`src/rtl/dcache_miss_ctrl_if.sv`:
```
// Signal bundle between the DCache miss controller and its environment:
// load-pipeline miss port, DCache SRAM ports, and the memory-side burst bus.
interface dcache_miss_ctrl_if #(
    parameter int PALEN      = 32,
    parameter int WAYS       = 2,
    parameter int LINE_WORDS = 4,
    parameter int IDX_W      = 8
);
    localparam int WAY_W = $clog2(WAYS);
    localparam int OFF_W = $clog2(LINE_WORDS * 4);
    localparam int TAG_W = PALEN - IDX_W - OFF_W;

    // load pipeline
    logic                    miss_valid;
    logic                    miss_ready;
    logic [PALEN-1:0]        miss_paddr;
    logic [WAY_W-1:0]        miss_way;
    logic                    victim_valid;
    logic                    victim_dirty;
    logic [PALEN-1:0]        victim_paddr;
    logic                    stall_o;
    logic                    done_o;
    logic [31:0]             done_data;

    // DCache SRAMs
    logic                    dram_rd_en;
    logic [WAY_W-1:0]        dram_rd_way;
    logic [IDX_W-1:0]        dram_rd_idx;
    logic [LINE_WORDS*32-1:0] dram_rd_line;
    logic                    dram_wr_en;
    logic [LINE_WORDS*32-1:0] dram_wr_line;
    logic                    tag_wr_en;
    logic [TAG_W-1:0]        tag_wr_tag;
    logic [WAY_W-1:0]        wr_way;
    logic [IDX_W-1:0]        wr_idx;

    // memory burst bus
    logic                    mem_req_valid;
    logic                    mem_req_ready;
    logic                    mem_req_write;
    logic [PALEN-1:0]        mem_req_addr;
    logic                    mem_wdata_valid;
    logic                    mem_wdata_ready;
    logic [31:0]             mem_wdata;
    logic                    mem_wdata_last;
    logic                    mem_wresp_valid;
    logic                    mem_rdata_valid;
    logic [31:0]             mem_rdata;
    logic                    mem_rdata_last;

    modport master (
        input  miss_valid, miss_paddr, miss_way, victim_valid, victim_dirty, victim_paddr,
        input  dram_rd_line, mem_req_ready, mem_wdata_ready, mem_wresp_valid,
        input  mem_rdata_valid, mem_rdata, mem_rdata_last,
        output miss_ready, stall_o, done_o, done_data,
        output dram_rd_en, dram_rd_way, dram_rd_idx, dram_wr_en, dram_wr_line,
        output tag_wr_en, tag_wr_tag, wr_way, wr_idx,
        output mem_req_valid, mem_req_write, mem_req_addr,
        output mem_wdata_valid, mem_wdata, mem_wdata_last
    );

    modport slave (
        output miss_valid, miss_paddr, miss_way, victim_valid, victim_dirty, victim_paddr,
        output dram_rd_line, mem_req_ready, mem_wdata_ready, mem_wresp_valid,
        output mem_rdata_valid, mem_rdata, mem_rdata_last,
        input  miss_ready, stall_o, done_o, done_data,
        input  dram_rd_en, dram_rd_way, dram_rd_idx, dram_wr_en, dram_wr_line,
        input  tag_wr_en, tag_wr_tag, wr_way, wr_idx,
        input  mem_req_valid, mem_req_write, mem_req_addr,
        input  mem_wdata_valid, mem_wdata, mem_wdata_last
    );
endinterface

```
`src/rtl/dcache_miss_ctrl.sv`:
```
// Single-entry DCache miss handler: optional dirty-victim writeback, then line
// refill, then one-cycle tag/data commit with the requested word for replay.
module dcache_miss_ctrl #(
    parameter int PALEN      = 32,
    parameter int WAYS       = 2,
    parameter int LINE_WORDS = 4,
    parameter int IDX_W      = 8
) (
    input  logic            clk,
    input  logic            a_rst,
    dcache_miss_ctrl_if.master bus
);
    localparam int WAY_W  = $clog2(WAYS);
    localparam int OFF_W  = $clog2(LINE_WORDS * 4);
    localparam int CNT_W  = $clog2(LINE_WORDS);
    localparam int LINE_W = PALEN - OFF_W;

    localparam logic [3:0] S_IDLE    = 4'd0;
    localparam logic [3:0] S_WB_READ = 4'd1;
    localparam logic [3:0] S_WB_CAP  = 4'd2;
    localparam logic [3:0] S_WB_REQ  = 4'd3;
    localparam logic [3:0] S_WB_DATA = 4'd4;
    localparam logic [3:0] S_WB_RESP = 4'd5;
    localparam logic [3:0] S_RF_REQ  = 4'd6;
    localparam logic [3:0] S_RF_DATA = 4'd7;
    localparam logic [3:0] S_COMMIT  = 4'd8;

    logic [3:0]         r_state;
    logic [3:0]         w_state_next;
    logic [CNT_W-1:0]   r_cnt;
    logic [LINE_W-1:0]  r_line;
    logic [LINE_W-1:0]  r_vic_line;
    logic [CNT_W-1:0]   r_word;
    logic [WAY_W-1:0]   r_way;
    logic [31:0]        r_buf [LINE_WORDS];

    logic               w_accept;
    logic               w_wb_start;
    logic               w_rf_start;
    logic               w_wbeat;
    logic               w_rbeat;
    logic               w_cnt_last;
    logic               w_commit;
    logic [LINE_WORDS*32-1:0] w_line_flat;
    logic               w_unused;

    assign w_accept   = (r_state == S_IDLE) && bus.miss_valid;
    assign w_wb_start = (r_state == S_WB_REQ) && bus.mem_req_ready;
    assign w_rf_start = (r_state == S_RF_REQ) && bus.mem_req_ready;
    assign w_wbeat    = (r_state == S_WB_DATA) && bus.mem_wdata_ready;
    assign w_rbeat    = (r_state == S_RF_DATA) && bus.mem_rdata_valid;
    assign w_cnt_last = (r_cnt == CNT_W'(LINE_WORDS - 1));
    assign w_commit   = (r_state == S_COMMIT);

    always_comb begin
        w_state_next = r_state;
        case (r_state)
            S_IDLE: begin
                if (bus.miss_valid) begin
                    w_state_next = (bus.victim_valid && bus.victim_dirty) ? S_WB_READ : S_RF_REQ;
                end
            end
            S_WB_READ: w_state_next = S_WB_CAP;
            S_WB_CAP:  w_state_next = S_WB_REQ;
            S_WB_REQ:  if (bus.mem_req_ready) w_state_next = S_WB_DATA;
            S_WB_DATA: if (w_wbeat && w_cnt_last) w_state_next = S_WB_RESP;
            S_WB_RESP: if (bus.mem_wresp_valid) w_state_next = S_RF_REQ;
            S_RF_REQ:  if (bus.mem_req_ready) w_state_next = S_RF_DATA;
            S_RF_DATA: if (w_rbeat && (bus.mem_rdata_last || w_cnt_last)) w_state_next = S_COMMIT;
            S_COMMIT:  w_state_next = S_IDLE;
            default:   w_state_next = S_IDLE;
        endcase
    end

    always_ff @(posedge clk or posedge a_rst) begin
        if (a_rst) begin
            r_state    <= S_IDLE;
            r_cnt      <= '0;
            r_line     <= '0;
            r_vic_line <= '0;
            r_word     <= '0;
            r_way      <= '0;
        end else begin
            r_state <= w_state_next;
            if (w_accept) begin
                r_line     <= bus.miss_paddr[PALEN-1:OFF_W];
                r_word     <= bus.miss_paddr[OFF_W-1:2];
                r_way      <= bus.miss_way;
                r_vic_line <= bus.victim_paddr[PALEN-1:OFF_W];
            end
            if (w_wb_start || w_rf_start) begin
                r_cnt <= '0;
            end else if (w_wbeat || w_rbeat) begin
                r_cnt <= r_cnt + CNT_W'(1);
            end
        end
    end

    // The buffer holds the victim during writeback, then is zeroed at refill
    // start so words missing after an early last beat commit as zero.
    generate
        for (genvar gi = 0; gi < LINE_WORDS; gi++) begin : g_buf
            always_ff @(posedge clk or posedge a_rst) begin
                if (a_rst) begin
                    r_buf[gi] <= '0;
                end else if (w_rf_start) begin
                    r_buf[gi] <= '0;
                end else if (r_state == S_WB_CAP) begin
                    r_buf[gi] <= bus.dram_rd_line[gi*32 +: 32];
                end else if (w_rbeat && (r_cnt == CNT_W'(gi))) begin
                    r_buf[gi] <= bus.mem_rdata;
                end
            end
            assign w_line_flat[gi*32 +: 32] = r_buf[gi];
        end
    endgenerate

    assign bus.miss_ready = (r_state == S_IDLE);
    assign bus.stall_o    = (r_state != S_IDLE);

    assign bus.dram_rd_en  = (r_state == S_WB_READ);
    assign bus.dram_rd_way = (r_state == S_WB_READ) ? r_way : '0;
    assign bus.dram_rd_idx = (r_state == S_WB_READ) ? r_vic_line[IDX_W-1:0] : '0;

    assign bus.dram_wr_en   = w_commit;
    assign bus.dram_wr_line = w_commit ? w_line_flat : '0;
    assign bus.tag_wr_en    = w_commit;
    assign bus.tag_wr_tag   = w_commit ? r_line[LINE_W-1:IDX_W] : '0;
    assign bus.wr_way       = w_commit ? r_way : '0;
    assign bus.wr_idx       = w_commit ? r_line[IDX_W-1:0] : '0;

    // Request fields come only from latched state, so they hold while waiting.
    assign bus.mem_req_valid = (r_state == S_WB_REQ) || (r_state == S_RF_REQ);
    assign bus.mem_req_write = (r_state == S_WB_REQ);
    assign bus.mem_req_addr  = (r_state == S_WB_REQ) ? {r_vic_line, {OFF_W{1'b0}}} :
                               (r_state == S_RF_REQ) ? {r_line, {OFF_W{1'b0}}} : '0;

    assign bus.mem_wdata_valid = (r_state == S_WB_DATA);
    assign bus.mem_wdata       = (r_state == S_WB_DATA) ? r_buf[r_cnt] : '0;
    assign bus.mem_wdata_last  = (r_state == S_WB_DATA) && w_cnt_last;

    assign bus.done_o    = w_commit;
    assign bus.done_data = w_commit ? r_buf[r_word] : '0;

    assign w_unused = ^{bus.miss_paddr[1:0], bus.victim_paddr[OFF_W-1:0]};
endmodule

```
`src/flat_wrapper.sv`:
```
// flat-port wrapper written by rule: the top's interface ports become plain ports
module dcache_miss_ctrl_flat 
#(
    parameter int PALEN      = 32,
    parameter int WAYS       = 2,
    parameter int LINE_WORDS = 4,
    parameter int IDX_W      = 8
)
  (clk, a_rst, bus_miss_valid, bus_miss_paddr, bus_miss_way, bus_victim_valid, bus_victim_dirty, bus_victim_paddr, bus_dram_rd_line, bus_mem_req_ready, bus_mem_wdata_ready, bus_mem_wresp_valid, bus_mem_rdata_valid, bus_mem_rdata, bus_mem_rdata_last, bus_miss_ready, bus_stall_o, bus_done_o, bus_done_data, bus_dram_rd_en, bus_dram_rd_way, bus_dram_rd_idx, bus_dram_wr_en, bus_dram_wr_line, bus_tag_wr_en, bus_tag_wr_tag, bus_wr_way, bus_wr_idx, bus_mem_req_valid, bus_mem_req_write, bus_mem_req_addr, bus_mem_wdata_valid, bus_mem_wdata, bus_mem_wdata_last);
  dcache_miss_ctrl_if #(.PALEN(PALEN), .WAYS(WAYS), .LINE_WORDS(LINE_WORDS), .IDX_W(IDX_W)) bus_i ();
  input  logic clk;
  input  logic a_rst;
  input wire logic [$bits(bus_i.miss_valid)-1:0] bus_miss_valid;
  input wire logic [$bits(bus_i.miss_paddr)-1:0] bus_miss_paddr;
  input wire logic [$bits(bus_i.miss_way)-1:0] bus_miss_way;
  input wire logic [$bits(bus_i.victim_valid)-1:0] bus_victim_valid;
  input wire logic [$bits(bus_i.victim_dirty)-1:0] bus_victim_dirty;
  input wire logic [$bits(bus_i.victim_paddr)-1:0] bus_victim_paddr;
  input wire logic [$bits(bus_i.dram_rd_line)-1:0] bus_dram_rd_line;
  input wire logic [$bits(bus_i.mem_req_ready)-1:0] bus_mem_req_ready;
  input wire logic [$bits(bus_i.mem_wdata_ready)-1:0] bus_mem_wdata_ready;
  input wire logic [$bits(bus_i.mem_wresp_valid)-1:0] bus_mem_wresp_valid;
  input wire logic [$bits(bus_i.mem_rdata_valid)-1:0] bus_mem_rdata_valid;
  input wire logic [$bits(bus_i.mem_rdata)-1:0] bus_mem_rdata;
  input wire logic [$bits(bus_i.mem_rdata_last)-1:0] bus_mem_rdata_last;
  output wire logic [$bits(bus_i.miss_ready)-1:0] bus_miss_ready;
  output wire logic [$bits(bus_i.stall_o)-1:0] bus_stall_o;
  output wire logic [$bits(bus_i.done_o)-1:0] bus_done_o;
  output wire logic [$bits(bus_i.done_data)-1:0] bus_done_data;
  output wire logic [$bits(bus_i.dram_rd_en)-1:0] bus_dram_rd_en;
  output wire logic [$bits(bus_i.dram_rd_way)-1:0] bus_dram_rd_way;
  output wire logic [$bits(bus_i.dram_rd_idx)-1:0] bus_dram_rd_idx;
  output wire logic [$bits(bus_i.dram_wr_en)-1:0] bus_dram_wr_en;
  output wire logic [$bits(bus_i.dram_wr_line)-1:0] bus_dram_wr_line;
  output wire logic [$bits(bus_i.tag_wr_en)-1:0] bus_tag_wr_en;
  output wire logic [$bits(bus_i.tag_wr_tag)-1:0] bus_tag_wr_tag;
  output wire logic [$bits(bus_i.wr_way)-1:0] bus_wr_way;
  output wire logic [$bits(bus_i.wr_idx)-1:0] bus_wr_idx;
  output wire logic [$bits(bus_i.mem_req_valid)-1:0] bus_mem_req_valid;
  output wire logic [$bits(bus_i.mem_req_write)-1:0] bus_mem_req_write;
  output wire logic [$bits(bus_i.mem_req_addr)-1:0] bus_mem_req_addr;
  output wire logic [$bits(bus_i.mem_wdata_valid)-1:0] bus_mem_wdata_valid;
  output wire logic [$bits(bus_i.mem_wdata)-1:0] bus_mem_wdata;
  output wire logic [$bits(bus_i.mem_wdata_last)-1:0] bus_mem_wdata_last;
  assign bus_i.miss_valid = bus_miss_valid;
  assign bus_i.miss_paddr = bus_miss_paddr;
  assign bus_i.miss_way = bus_miss_way;
  assign bus_i.victim_valid = bus_victim_valid;
  assign bus_i.victim_dirty = bus_victim_dirty;
  assign bus_i.victim_paddr = bus_victim_paddr;
  assign bus_i.dram_rd_line = bus_dram_rd_line;
  assign bus_i.mem_req_ready = bus_mem_req_ready;
  assign bus_i.mem_wdata_ready = bus_mem_wdata_ready;
  assign bus_i.mem_wresp_valid = bus_mem_wresp_valid;
  assign bus_i.mem_rdata_valid = bus_mem_rdata_valid;
  assign bus_i.mem_rdata = bus_mem_rdata;
  assign bus_i.mem_rdata_last = bus_mem_rdata_last;
  assign bus_miss_ready = bus_i.miss_ready;
  assign bus_stall_o = bus_i.stall_o;
  assign bus_done_o = bus_i.done_o;
  assign bus_done_data = bus_i.done_data;
  assign bus_dram_rd_en = bus_i.dram_rd_en;
  assign bus_dram_rd_way = bus_i.dram_rd_way;
  assign bus_dram_rd_idx = bus_i.dram_rd_idx;
  assign bus_dram_wr_en = bus_i.dram_wr_en;
  assign bus_dram_wr_line = bus_i.dram_wr_line;
  assign bus_tag_wr_en = bus_i.tag_wr_en;
  assign bus_tag_wr_tag = bus_i.tag_wr_tag;
  assign bus_wr_way = bus_i.wr_way;
  assign bus_wr_idx = bus_i.wr_idx;
  assign bus_mem_req_valid = bus_i.mem_req_valid;
  assign bus_mem_req_write = bus_i.mem_req_write;
  assign bus_mem_req_addr = bus_i.mem_req_addr;
  assign bus_mem_wdata_valid = bus_i.mem_wdata_valid;
  assign bus_mem_wdata = bus_i.mem_wdata;
  assign bus_mem_wdata_last = bus_i.mem_wdata_last;
  dcache_miss_ctrl #(.PALEN(PALEN), .WAYS(WAYS), .LINE_WORDS(LINE_WORDS), .IDX_W(IDX_W)) u_core (.clk(clk), .a_rst(a_rst), .bus(bus_i));
endmodule
```
`config.mk`:
```
export PLATFORM = sky130hd
export DESIGN_NAME = dcache_miss_ctrl_flat
export DESIGN_NICKNAME = d
export VERILOG_FILES = /design/src/rtl/dcache_miss_ctrl_if.sv /design/src/rtl/dcache_miss_ctrl.sv /design/src/flat_wrapper.sv
export SDC_FILE = /design/constraint.sdc
export NUM_CORES = 1
export LEC_CHECK = 0
export CORE_AREA = 10 10 191 193
export DETAILED_ROUTE_END_ITERATION = 8
export DIE_AREA = 0 0 201 203
export PLACE_DENSITY = 0.81
export SYNTH_ARGS = -nofsm -noshare
export SYNTH_HDL_FRONTEND = slang
export SYNTH_SLANG_ARGS = --single-unit
export TNS_END_PERCENT = 20
```
`constraint.sdc`:
```
create_clock -name clk -period 7.8 [get_ports clk]
set_input_delay 1.95 -clock clk [delete_from_list [all_inputs] [get_ports clk]]
set_output_delay 1.95 -clock clk [all_outputs]
set_load 0.01 [all_outputs]
```
==> results of run 1 <==
[cell type report]
| class | count | area, um2 | area share, % |
|---|---|---|---|
| flip-flops and latches | 193 | 4830 | 27.5 |
| repair buffers | 517 | 5120 | 29.1 |
| inverters | 7 | 33.8 | 0.192 |
| diodes | 3 | 7.51 | 0.0427 |
| clock buffers | 19 | 453 | 2.58 |
| clock inverters | 13 | 151 | 0.861 |
| multi-input cells | 787 | 6420 | 36.5 |
| well taps | 442 | 553 | 3.15 |
[worst max-delay path, cell delays in order (launching register included)]
cell and delay [ps]:
dfrtp_1 830, nand2_1 150, or3_1 340, buf_4 250, inv_1 830, nand2_1 120
a21oi_1 300, clkdlybuf4s50_1 610
[how the worst max path moves through the flow]
| stage | slack (ps) | endpoint | depth (start not counted) |
|---|---|---|---|
| after floorplan | 590 | u_core.r_buf[0] | 1 |
| after global placement | 2480 | bus_mem_req_addr[17] | 7 |
| after detailed placement | 2440 | bus_mem_req_addr[17] | 7 |
| after CTS | 1920 | bus_mem_req_addr[17] | 7 |
| after global routing | 1730 | bus_mem_req_addr[17] | 7 |
| final | 1940 | bus_mem_req_addr[17] | 7 |
[logic make-up after synthesis]
family | count (synthesis) | synth area share (%)
compound gates | 302 | 17.4
buf+inv | 115 | 4.08
mux | 125 | 18.3
other cells | 1 | 0.0323
simple gates | 350 | 18.1
xor+xnor | 2 | 0.151
flops | 193 | 41.5
fa+ha+maj | 4 | 0.430
[state kept, by name, summed over array words and instances, names as in the netlist]
register and cells:
u_core.r_cnt 2, u_core.r_way 1, u_core.r_state 4, u_core.r_word 2
u_core.r_line 28, u_core.r_buf 128, u_core.r_vic_line 28
[cell usage after synthesis (all sizes together) (2+ instances only)]
cell     instances
mux4            64
a22oi            2
nor3             2
nor2             7
a21oi          159
o2bb2ai        130
nand2           61
and3             4
clkbuf          75
nor2b           33
inv              7
nor4b            5
o221ai           2
o21ai            5
mux2            60
buf             33
ha               4
dfrtp          193
and2           231
[placed cells by master, fill, tap and decap left out, types with 3 or more instances in the layout]
cell             netlist  routed
clkdlybuf4s50_1        0     496
and2_1               231     231
dfrtp_1              193     189
a21oi_1              159     159
o2bb2ai_1            130     130
mux4_2                64      64
nand2_1               61      60
mux2_2                60      60
nor2b_1               33      33
buf_4                  6      21
clkbuf_16              0      17
inv_1                  7       6
nor4b_4                3       4
and3_1                 4       4
nor2_4                 0       4
o21ai_4                0       4
ha_1                   4       4
conb_1                 1       4
inv_6                  0       4
dfrtp_2                0       4
diode_2                0       3
nor2_1                 7       3
clkinvlp_4             0       3
[where the power goes]
group          internal, mW  switching, mW  total, mW
sequential             1.49          0.534       2.02
combinational          1.54           1.52       3.06
clock                 0.496          0.429      0.926
[through the flow]
step	hold slack (ps)	util (%)
2_1_floorplan	479	-
3_3_place_gp	488	52.3
3_5_place_dp	493	52.3
4_1_cts	509	54.1
5_1_grt	526	54.2
6_report	507	54.2
[metal layers]
| layer | vias to the layer above | part of all wire (%) | wire length, um |
|---|---|---|---|
| met3 | 67 | 9.6 | 4780 |
| li1 | 4793 | - | - |
| met5 | - | 0.026 | 13 |
| met1 | 5468 | 39 | 19300 |
| met2 | 517 | 49 | 24700 |
| met4 | 2 | 2.4 | 1180 |
==> impl_metrics.ini, run 1 <==
[status]
status = finished clean

[logic_synthesis]
synth.yosys.seq_area_share_pct = 41.5
synth_edf_count = 0
ys_async_sr_fraction_pct = 100
synth.avg_cell_area_um2 = 10.6
yosysWarningCount = 0
synth_top_area_share_pct = 41.5
synthFlopType = dfrtp_1
synth.distinct_cells = 38
synth_cells = 1092
yosys-top-cells-area = dfrtp_1, and2_1, mux4_2
yosys.area.top_type = dfrtp_1
ys_ff_latch = 193
synthesis.area_mm2 = 0.0116

[sta]
slew_headroom_pct = 16.5
period_share_pct = 75.1
worst_pin_slew_ps = 1250
setup_violations = 0
period_minus_slack_ps = 5860
tns_ps = 0
maxSlewViolCount = 0
setup_ws_ps = 1940
rsz0062_at_grt = false
hold_viol_final = 0
max_freq_mhz = 171
fin_skew_ps = 11.0

[global_route]
grt_usage_pct = 23.8
grt_start_max_net_pins = 106
grtUsageMet2_pct = 39.9
grt_busiest_layer = met2
grt_pass1_vias = 11500
grt.met1_usage_pct = 27.6
antenna_found_initial = 4
overflow = 0
grt_pass1_wl_um = 74400
grt_util_met3_pct = 8.68

[critical_path]
worstPathRequired_ps = 5850
worstPathArrival_ps = 3910
path_class = flip-flop to primary output
regToRegSetupSlack_ps = 4730
rr_startpoint = u_core.r_state[2]
reg2reg_depth = 5
r2r_end = u_core.r_state[0]
cp-start-kind = flip-flop
endpoint_kind = primary output
crit_path_start = u_core.r_state[0]
crit_fanout = 30

[clock_network]
cts_tree = yes
cts_root_buf = clkbuf_16
numClockSinks = 193
cts_buffers = 17
postCtsHoldBufs = 0
postCtsSetupRepairBufs = 0
ctsResizeCount = 0
clk_pin_slew_worst_paths_ps = 70
clockBufferDepth = 2
clk-insertion-delay-late_ps = 450
htreeDepth = 4

[power_and_ir_drop]
p_leak_nw = 6.85
power_mw = 6.01
peakVddDrop_mv = 0.204
powerDensity_mw_per_mm2 = 342

[route]
first_pass_iters = 5
drt_iter0_drc = 803
viasPerCell = 5.48
drt-total-wl_um = 49900
drc = 0
ant_nets = 0
wl_per_cell_um = 25.2
via_count = 10800

[place]
place_ws_ps = 2440
port_buffers = 496
placed_area_mm2 = 0.0170
place_congestion = 0.837
placed_cells = 1946
dp.final_hpwl_um = 36300

[min_path]
holdCritStartpoint = u_core.r_vic_line[13]
min_to = u_core.r_vic_line[13]
hold_class = flip-flop to flip-flop
hold_depth = 1

[floorplan]
rows = 66
die_x_um = 201
die_y_um = 203
initial_core_util_pct = 35.8
io-pin-count = 507
dieArea_mm2 = 0.0408
core_mm2 = 0.0325

[final_layout]
drive_gt1_share_pct = 12.9
stdcell_count = 1981
n_fill_cell = 2828
area_growth_pct = 51.2
design_area_mm2 = 0.0176
fin_nets = 1762

[run]
cap_viol_max_count = 0
Note: power is estimated with default switching activity, not from simulation.
==> run 2, diff against run 1 <==
Settings changed: CORE_AREA 10 10 191 193 to 10 10 189 191, DIE_AREA 0 0 201 203 to 0 0 199 201, PLACE_DENSITY 0.81 to 0.85.
Clock period 7.8 ns to 5.13 ns, I/O delays scaled along.
==> impl_metrics.ini, run 2 (synthesis results as in run 1) <==
[power_and_ir_drop]
powerDensity_mw_per_mm2 = 529
p_leak_nw = 6.89
switching_power_mw = 3.78
pwr-share-comb_pct = 49.5
p_sw_share_pct = 40.5
peakVddDrop_mv = 0.320
pwr-share-clk_pct = 17.0
intPower_mw = 5.56
sequentialPowerShare_pct = 33.6

[sta]
tns_ps = 0
period_minus_slack_ps = 4620
rsz0062_at_grt = false
setup_ws_ps = 507
setup_violations = 0
maxSlewViolCount = 0
period_share_pct = 90.1
hold_slack_ps = 515
max_freq_mhz = 216
worst_pin_slew_ps = 1250
fin_skew_ps = 11.8
hold_viol_final = 0
slew_headroom_pct = 16.6

[route]
drt-total-wl_um = 49400
drc = 0
via_count = 11000
ant_nets = 0
wl_per_cell_um = 25.4
first_pass_iters = 5
viasPerCell = 5.67
drt_iter0_drc = 640

[final_layout]
final_util_pct = 55.1
area_growth_pct = 51.8
n_fill_cell = 2672
design_area_mm2 = 0.0177
drive_gt1_share_pct = 12.7
layout_common_cells = clkdlybuf4s50_1, and2_1, dfrtp_1
reg.largest.list = u_core.r_buf x128, u_core.r_line x28, u_core.r_vic_line x28
largest_register = u_core.r_buf
largest_reg_flops = 128
fin_nets = 1761
final_common_cell = clkdlybuf4s50_1

[clock_network]
numClockSinks = 193
clockBufferDepth = 2
cts_root_buf = clkbuf_16
postCtsSetupRepairBufs = 0
htreeDepth = 4
clk_pin_slew_worst_paths_ps = 70
ctsResizeCount = 0
clk-insertion-delay-late_ps = 460
cts_tree = yes
cts_buffers = 17
postCtsHoldBufs = 0

[min_path]
hold_depth = 1
min_to = u_core.r_vic_line[26]
holdCritStartpoint = u_core.r_vic_line[26]
hold_class = flip-flop to flip-flop

[critical_path]
rr_startpoint = u_core.r_cnt[0]
worstPathArrival_ps = 3340
worstPathRequired_ps = 3850
regToRegSetupSlack_ps = 2180
endpoint_kind = primary output
cp-start-kind = flip-flop
crit_fanout = 16
path_class = flip-flop to primary output
r2r_end = u_core.r_buf[112]
reg2reg_depth = 6

[global_route]
overflow = 0
grt_usage_pct = 24.1
grt_pass1_vias = 11700
grt_pass1_wl_um = 73700
grt_start_max_net_pins = 193
antenna_found_initial = 7

[floorplan]
core_mm2 = 0.0320
die_x_um = 199
die_y_um = 201
initial_core_util_pct = 36.3
dieArea_mm2 = 0.0400
rows = 66
io-pin-count = 507

[place]
place_congestion = 0.858
dp.final_hpwl_um = 35400
place_ws_ps = 992
port_buffers = 496
placed_area_mm2 = 0.0170

[run]
cap_viol_max_count = 0

[status]
status = finished clean
run 2: cell types whose count changed in the layout (fill, tap and decap cells not counted), moves of 2 or more:
cell and delta:
buf_4 -5, bufinv_16 +4, buf_12 +4, clkinv_4 -2, inv_8 -2, diode_2 +2
run 2: how the worst max path moves through the flow:
stage / startpoint / to
after floorplan: a_rst / u_core.r_buf[0]
after global placement: u_core.r_state[0] / bus_mem_req_addr[23]
after detailed placement: u_core.r_state[0] / bus_mem_req_addr[23]
after CTS: u_core.r_state[0] / bus_mem_req_addr[23]
after global routing: u_core.r_state[0] / bus_mem_req_addr[23]
final: u_core.r_state[0] / bus_mem_req_addr[23]
run 2: critical path: stages (launching register included):
cell and delay (ps):
dfrtp_1 800, nand2_1 150, or3_1 360, inv_1 380, buf_4 330, nand2_1 80
a21oi_1 180, clkdlybuf4s50_1 590
run 2: per-stage QoR:
step	total power, mW	std cells
finish	9.33	1947
global route	9.86	1947
CTS	9.36	1942
detailed placement	7.75	1911
global placement	7.56	1911
floorplan	5.80	1095
run 2: metal layers:
metal / wire [um] / vias up / GRT usage (%)
met5: 32 / - / 0
met4: 1620 / 4 / 11.1
met3: 5980 / 86 / 8.72
met2: 24100 / 686 / 40.0
met1: 17700 / 5477 / 27.1
li1: - / 4794 / -
run 2: cell type report:
cell class | instances | area, um2 | share of cell area, %
flip-flops and latches | 193 | 4830 | 27.4
inverters | 7 | 30.0 | 0.170
repair buffers | 516 | 5160 | 29.3
multi-input cells | 787 | 6420 | 36.4
clock buffers | 20 | 457 | 2.59
diodes | 5 | 12.5 | 0.0709
well taps | 408 | 510 | 2.89
clock inverters | 11 | 221 | 1.25
run 2: power by group through the flow:
stage | sequential, mW | clock, mW | combinational [mW]
after floorplan | 2.68 | 0 | 3.12
after global placement | 3.06 | 0 | 4.50
after detailed placement | 3.13 | 0 | 4.62
after CTS | 3.11 | 1.61 | 4.64
after global routing | 3.24 | 1.65 | 4.97
final | 3.14 | 1.58 | 4.61
